===== config.mk =====
export PLATFORM = sky130hd
export DESIGN_NAME = eth_tx_speed_switch_ctrl
export DESIGN_NICKNAME = d
export VERILOG_FILES = /design/src/rtl/eth_pkg.sv /design/src/rtl/bsg_counter_clear_up.sv /design/src/rtl/eth_tx_speed_switch_ctrl.sv
export SDC_FILE = /design/constraint.sdc
export NUM_CORES = 1
export LEC_CHECK = 0
export ABC_CLOCK_PERIOD_IN_PS = 5730
export CAP_MARGIN = 20
export CORE_MARGIN = 3
export CORE_UTILIZATION = 42
export CTS_BUF_LIST = sky130_fd_sc_hd__clkbuf_2
export CTS_CLUSTER_SIZE = 14
export DETAILED_ROUTE_END_ITERATION = 8
export PLACE_DENSITY_LB_ADDON = 0.15
export RECOVER_POWER = 25
export SYNTH_ARGS = -nofsm -noshare
export SYNTH_HDL_FRONTEND = slang
export SYNTH_SLANG_ARGS = --single-unit

===== constraint.sdc =====
create_clock -name clk_i -period 5.73 [get_ports clk_i]
set_input_delay 1.146 -clock clk_i [delete_from_list [all_inputs] [get_ports clk_i]]
set_output_delay 1.146 -clock clk_i [all_outputs]
set_load 0.02 [all_outputs]

===== src/rtl/eth_pkg.sv =====
// Shared Ethernet TX clocking types: link speed encodings and speed-switch FSM states.
// Optional feature macro used by the sequencer: ETH_SPEED_SWITCH_TIMEOUT_EN.
package eth_pkg;

  typedef enum logic [1:0] {
    e_eth_speed_1000m = 2'd0,
    e_eth_speed_100m  = 2'd1,
    e_eth_speed_10m   = 2'd2,
    e_eth_speed_rsvd  = 2'd3
  } eth_speed_e;

  typedef enum logic [2:0] {
    e_sw_reset  = 3'd0,
    e_sw_settle = 3'd1,
    e_sw_idle   = 3'd2,
    e_sw_drain  = 3'd3,
    e_sw_done   = 3'd4
  } eth_sw_state_e;

  function automatic int bsg_safe_clog2(input int x);
    return (x <= 1) ? 1 : $clog2(x);
  endfunction

  function automatic int max3(input int a, input int b, input int c);
    int m;
    m = (a > b) ? a : b;
    return (m > c) ? m : c;
  endfunction

endpackage


===== src/rtl/bsg_counter_clear_up.sv =====
// Up counter with synchronous clear; clear and up in the same cycle yields init+1.
module bsg_counter_clear_up #(
  parameter int width_p = 8,
  parameter logic [width_p-1:0] init_val_p = '0
) (
  input  logic               clk_i,
  input  logic               reset_i,
  input  logic               clear_i,
  input  logic               up_i,
  output logic [width_p-1:0] count_o
);

  logic [width_p-1:0] r_count;
  logic [width_p-1:0] w_base;

  assign w_base  = clear_i ? init_val_p : r_count;
  assign count_o = r_count;

  always_ff @(posedge clk_i or posedge reset_i) begin
    if (reset_i) r_count <= init_val_p;
    else         r_count <= w_base + {{(width_p-1){1'b0}}, up_i};
  end

endmodule


===== src/rtl/eth_tx_speed_switch_ctrl.sv =====
// RGMII TX speed-switch sequencer: drains TX, resets clock gens, reprograms divider.
// Define ETH_SPEED_SWITCH_TIMEOUT_EN to bound the TX drain wait with drain_timeout_p.
module eth_tx_speed_switch_ctrl
  import eth_pkg::*;
#(
  parameter int drain_timeout_p    = 1024,
  parameter int gen_reset_cycles_p = 4,
  parameter int settle_cycles_p    = 16
) (
  input  logic       clk_i,
  input  logic       reset_i,
  input  logic       speed_v_i,
  input  logic [1:0] speed_i,
  output logic       speed_ready_o,
  input  logic       tx_idle_i,
  output logic [1:0] clk_setting_o,
  output logic       clk_gen_reset_o,
  output logic       tx_reset_o,
  output logic [1:0] speed_o,
  output logic       done_o,
  output logic       err_o,
  output logic       timeout_o
);

  localparam int max_lp = max3(drain_timeout_p,
                               gen_reset_cycles_p,
                               settle_cycles_p);
  localparam int cnt_w_lp = bsg_safe_clog2(max_lp) + 1;

  localparam logic [cnt_w_lp-1:0] gen_term_lp =
    cnt_w_lp'(gen_reset_cycles_p - 1);
  localparam logic [cnt_w_lp-1:0] settle_term_lp =
    cnt_w_lp'(settle_cycles_p - 1);
`ifdef ETH_SPEED_SWITCH_TIMEOUT_EN
  localparam logic [cnt_w_lp-1:0] drain_term_lp =
    cnt_w_lp'(drain_timeout_p - 1);
`endif

  eth_sw_state_e r_state, w_state_n;
  eth_speed_e    r_speed_lat, w_lat_n;
  eth_speed_e    r_clk_setting, w_setting_n;
  eth_speed_e    r_speed, w_speed_n;
  eth_speed_e    w_req;

  logic r_gen_reset, w_gen_reset_n;
  logic r_tx_reset, w_tx_reset_n;
  logic r_ready, w_ready_n;
  logic r_done, w_done_n;
  logic r_err, w_err_n;
  logic r_timeout, w_timeout_n;

  logic                w_accept;
  logic                w_up;
  logic                w_clear;
  logic [cnt_w_lp-1:0] w_cnt;

  assign w_req    = eth_speed_e'(speed_i);
  assign w_accept = speed_v_i & r_ready & (r_state == e_sw_idle);

  bsg_counter_clear_up #(
    .width_p   (cnt_w_lp),
    .init_val_p('0)
  ) u_cnt (
    .clk_i  (clk_i),
    .reset_i(reset_i),
    .clear_i(w_clear),
    .up_i   (w_up & ~w_clear),
    .count_o(w_cnt)
  );

  always_comb begin
    w_state_n   = r_state;
    w_lat_n     = r_speed_lat;
    w_setting_n = r_clk_setting;
    w_speed_n   = r_speed;
    w_done_n    = 1'b0;
    w_err_n     = 1'b0;
    w_timeout_n = r_timeout;
    w_up        = 1'b0;

    unique case (r_state)
      e_sw_reset: begin
        w_up = 1'b1;
        if (w_cnt == gen_term_lp) w_state_n = e_sw_settle;
      end
      e_sw_settle: begin
        w_up = 1'b1;
        if (w_cnt == settle_term_lp) w_state_n = e_sw_done;
      end
      e_sw_done: w_state_n = e_sw_idle;
      e_sw_idle: begin
        if (w_accept) begin
          unique case (1'b1)
            (w_req == e_eth_speed_rsvd): w_err_n  = 1'b1;
            (w_req == r_speed):          w_done_n = 1'b1;
            default: begin
              w_lat_n   = w_req;
              w_state_n = e_sw_drain;
            end
          endcase
        end
      end
      e_sw_drain: begin
        if (tx_idle_i) begin
          w_state_n   = e_sw_reset;
          w_setting_n = r_speed_lat;
          w_speed_n   = r_speed_lat;
        end
`ifdef ETH_SPEED_SWITCH_TIMEOUT_EN
        else if (w_cnt == drain_term_lp) begin
          w_state_n   = e_sw_reset;
          w_setting_n = r_speed_lat;
          w_speed_n   = r_speed_lat;
          w_timeout_n = 1'b1;
        end else begin
          w_up = 1'b1;
        end
`endif
      end
      default: w_state_n = e_sw_reset;
    endcase

    w_clear       = (w_state_n != r_state);
    w_done_n      = w_done_n | (w_state_n == e_sw_done);
    w_gen_reset_n = (w_state_n == e_sw_reset);
    w_tx_reset_n  = (w_state_n == e_sw_reset) |
                    (w_state_n == e_sw_settle);
    w_ready_n     = (w_state_n == e_sw_idle);
  end

  always_ff @(posedge clk_i or posedge reset_i) begin
    if (reset_i) begin
      r_state       <= e_sw_reset;
      r_speed_lat   <= e_eth_speed_1000m;
      r_clk_setting <= e_eth_speed_1000m;
      r_speed       <= e_eth_speed_1000m;
      r_gen_reset   <= 1'b1;
      r_tx_reset    <= 1'b1;
      r_ready       <= 1'b0;
      r_done        <= 1'b0;
      r_err         <= 1'b0;
      r_timeout     <= 1'b0;
    end else begin
      r_state       <= w_state_n;
      r_speed_lat   <= w_lat_n;
      r_clk_setting <= w_setting_n;
      r_speed       <= w_speed_n;
      r_gen_reset   <= w_gen_reset_n;
      r_tx_reset    <= w_tx_reset_n;
      r_ready       <= w_ready_n;
      r_done        <= w_done_n;
      r_err         <= w_err_n;
      r_timeout     <= w_timeout_n;
    end
  end

  assign speed_ready_o   = r_ready;
  assign clk_setting_o   = r_clk_setting;
  assign clk_gen_reset_o = r_gen_reset;
  assign tx_reset_o      = r_tx_reset;
  assign speed_o         = r_speed;
  assign done_o          = r_done;
  assign err_o           = r_err;
`ifdef ETH_SPEED_SWITCH_TIMEOUT_EN
  assign timeout_o       = r_timeout;
`else
  assign timeout_o       = 1'b0;
`endif

endmodule


==> flow_summary.json <==
{
  "rows": 18,
  "final_nets": 141,
  "io_pins": 16,
  "port_buffers": 14,
  "rsz0062_at_grt": "false",
  "clk_latency_ns": 0.31,
  "core_area_um2": 2570,
  "die_h_um": 59.1,
  "report.final.slew_viol_count": 0,
  "cp-end-kind": "flip-flop",
  "area_delta_synth_final_pct": 11.9,
  "whs_endpoint": "u_cnt.count_o[10]",
  "syn_avg_cell_area_um2": 9.71,
  "setup_viol": 0,
  "power_w": 0.000485,
  "crit-reg2reg-launch": "r_state[1]",
  "cts.htree.levels": 1,
  "relSlewSlack": 0.431,
  "fillCellCount": 242,
  "ys_ff_latch": 23,
  "clockRootBuffer": "clkbuf_2",
  "fin_crit_sh": 0.601,
  "fin_worst_skew_ns": 0.00292,
  "rrSetupSlack_ns": 2.89,
  "synthFlopType": "dfrtp_1",
  "drive_gt1_frac": 0.0682,
  "grtUsageTotal": 0.141,
  "synth_cells": 122,
  "cts_hold_buf": 0,
  "post_cts_resized": 0,
  "clock-sinks": 23,
  "cp.required_ns": 5.95,
  "cts_setup_buffers": 0,
  "grt-ovfl-total": 0,
  "min-delay-start": "u_cnt.count_o[10]",
  "crit_slowest_cell": "clkdlybuf4s50_1",
  "clk_pin_slew_worst_paths_ns": 0.20,
  "timing.fmax_mhz": 290,
  "ir_drop_uv": 248,
  "power.leakage_nw": 0.593,
  "cts_tree": "done",
  "cpPeakStageDelay_ns": 0.64,
  "min_path_type": "reg -> reg",
  "fin_ws_ns": 2.29,
  "cts_buffers": 3,
  "multiInputGateArea_um2": 528,
  "arrival_ns": 3.67,
  "reg2regPathDepth": 12,
  "ant_nets": 0,
  "vias": 846,
  "grt_max_degree": 24,
  "status": "completed",
  "synth_area_um2": 1180,
  "dieArea_um2": 3490,
  "synth_edf_count": 0,
  "drc": 0,
  "period_needed_ns": 3.44,
  "worstHoldPathCells": 2,
  "path_cells": "clkdlybuf4s50_1 > nand2b_1 > a21o_1 > a21oi_1 > o21a_1 > nor2_1 > ha_1 > ha_1 > nand3_1 > nor2_1 > nand4_1 > xor2_1 > nor2_1",
  "hold_viol_final": 0,
  "cp_common_cell": "nor2_1",
  "firstDrtPassIters": 4,
  "first_global_vias": 843,
  "max_slew.worst_pin.slew_ns": 0.852,
  "post-route-util": 0.517,
  "rr_endpoint": "u_cnt.count_o[10]",
  "synthArstFlopShare": 1.00,
  "viasPerCell": 5.22,
  "diodes": 0,
  "ys_seq_area_frac": 0.488,
  "die_w_um": 59.1,
  "p_per_area_nw_per_um2": 366,
  "antenna_found_initial": 0,
  "crit_type": "in -> reg",
  "place_ws_ns": 1.92,
  "start_util": 0.462,
  "avgRoutedWirePerCell_um": 12.5,
  "maxCapViolCount": 0,
  "seq_area_um2": 578,
  "crit_path_start_kind": "input pin",
  "grt_pass1_wl_mm": 3.73,
  "syn_nets": 130,
  "drt_wl_total_mm": 2.03,
  "tns_ns": 0,
  "dp_hpwl_mm": 1.51,
  "critical_path_peak_fanout": 11,
  "yosysWarnings": 0,
  "first_iter_violations": 20,
  "place_congestion": 0.809,
  "clockBufferDepth": 2,
  "yosysUniqueCellTypes": 38
}
## layer usage
| layer | GRT usage | vias to the layer above | part of all wire |
|---|---|---|---|
| li1 | - | 433 | - |
| met1 | 0.192 | 400 | 0.51 |
| met2 | 0.218 | 11 | 0.44 |
| met3 | 0.0283 | 2 | 0.038 |
| met4 | 0.0583 | 0 | 0.0074 |
| met5 | 0 | - | 0 |
## cells in the mapped netlist, types with 2 or more instances
library cell / count / area (um2)
dfstp_2: 2 / 52.6
xor2_1: 6 / 52.6
nand3_1: 3 / 15.0
nand2b_1: 4 / 25.0
nor3_1: 4 / 20.0
a21oi_1: 2 / 10.0
nor2_1: 15 / 56.3
ha_1: 2 / 25.0
xnor2_1: 5 / 43.8
nor2b_1: 3 / 18.8
inv_1: 6 / 22.5
o21ai_0: 5 / 25.0
o22ai_1: 2 / 12.5
a21o_1: 3 / 22.5
clkbuf_1: 3 / 11.3
and3_1: 4 / 25.0
nand2_1: 8 / 30.0
buf_4: 3 / 22.5
dfrtp_1: 21 / 526
nand4_1: 3 / 18.8
## sequential cells by signal, summed over array words and instances, names as in the netlist
signal	count
speed_ready_o	1
err_o	1
u_cnt.count_o	11
r_speed_lat	2
done_o	1
speed_o	2
r_state	3
clk_gen_reset_o	1
tx_reset_o	1
## cell usage in the layout, fill, tap and decap left out, types with 2 or more instances in the layout
master,count
dfrtp_1,21
nor2_1,15
clkdlybuf4s50_1,11
nand2_1,8
inv_1,6
xor2_1,6
xnor2_1,5
o21ai_0,5
nand2b_1,4
nor3_1,4
and3_1,4
nand4_1,3
a21o_1,3
nor2b_1,3
nand3_1,3
clkbuf_2,3
dlygate4sd3_1,3
nor4_1,2
a21oi_1,2
o22ai_1,2
ha_1,2
dfstp_2,2
## kinds of logic (layout without fill, tap and decap cells)
kind of cell	Yosys count	count (layout)	share of synthesized area
adders and majority gates	2	2	0.0211
DFF	23	23	0.488
AOI/OAI and AO/OA	19	19	0.106
and+or+nand+nor	51	51	0.230
muxes	1	1	0.00950
xor gates and xnor gates	11	11	0.0813
buffers and inverters	14	24	0.0612
other	1	1	0.00316
## critical path, delay by kind of cell
| family | cells | cell delay [ns] |
|---|---|---|
| compound gates | 3 | 0.76 |
| buf+inv | 1 | 0.64 |
| simple gates | 6 | 0.52 |
| fa+ha+maj | 2 | 0.43 |
| xor+xnor | 1 | 0.16 |
## power breakdown
part / internal, W / switching, W / total [W]
logic: 0.0000873 / 0.000102 / 0.000190
clock network: 0.0000158 / 0.0000462 / 0.0000621
registers: 0.000195 / 0.0000379 / 0.000233
total: 0.000299 / 0.000187 / 0.000485
## worst max path at each step
stage                    start           endpoint  slack (ns)  depth (start not counted)
floorplan           speed_i[1]   u_cnt.count_o[9]        2.56                         13
global placement    speed_i[1]   u_cnt.count_o[9]        1.98                         12
detailed placement  speed_i[1]   u_cnt.count_o[9]        1.92                         12
CTS                 speed_i[1]  u_cnt.count_o[10]        2.31                         13
global route        speed_i[1]  u_cnt.count_o[10]        2.07                         13
finish              speed_i[1]  u_cnt.count_o[10]        2.29                         13
## area by class of cell
cell class,count,area share
multi-input cells,85,0.398
clock inverters,1,0.00377
inverters,6,0.0170
flip-flops and latches,23,0.436
well taps,30,0.0283
clock buffers,3,0.0113
repair buffers,14,0.106
## per-stage QoR
step	instances	hold slack, ns	area [um2]
2_1_floorplan	122	0.506	1180
3_3_place_gp	158	0.533	1310
3_5_place_dp	158	0.531	1310
4_1_cts	162	0.581	1330
5_1_grt	162	0.598	1330
6_report	162	0.573	1330
Note: power is estimated with default switching activity, not from simulation.
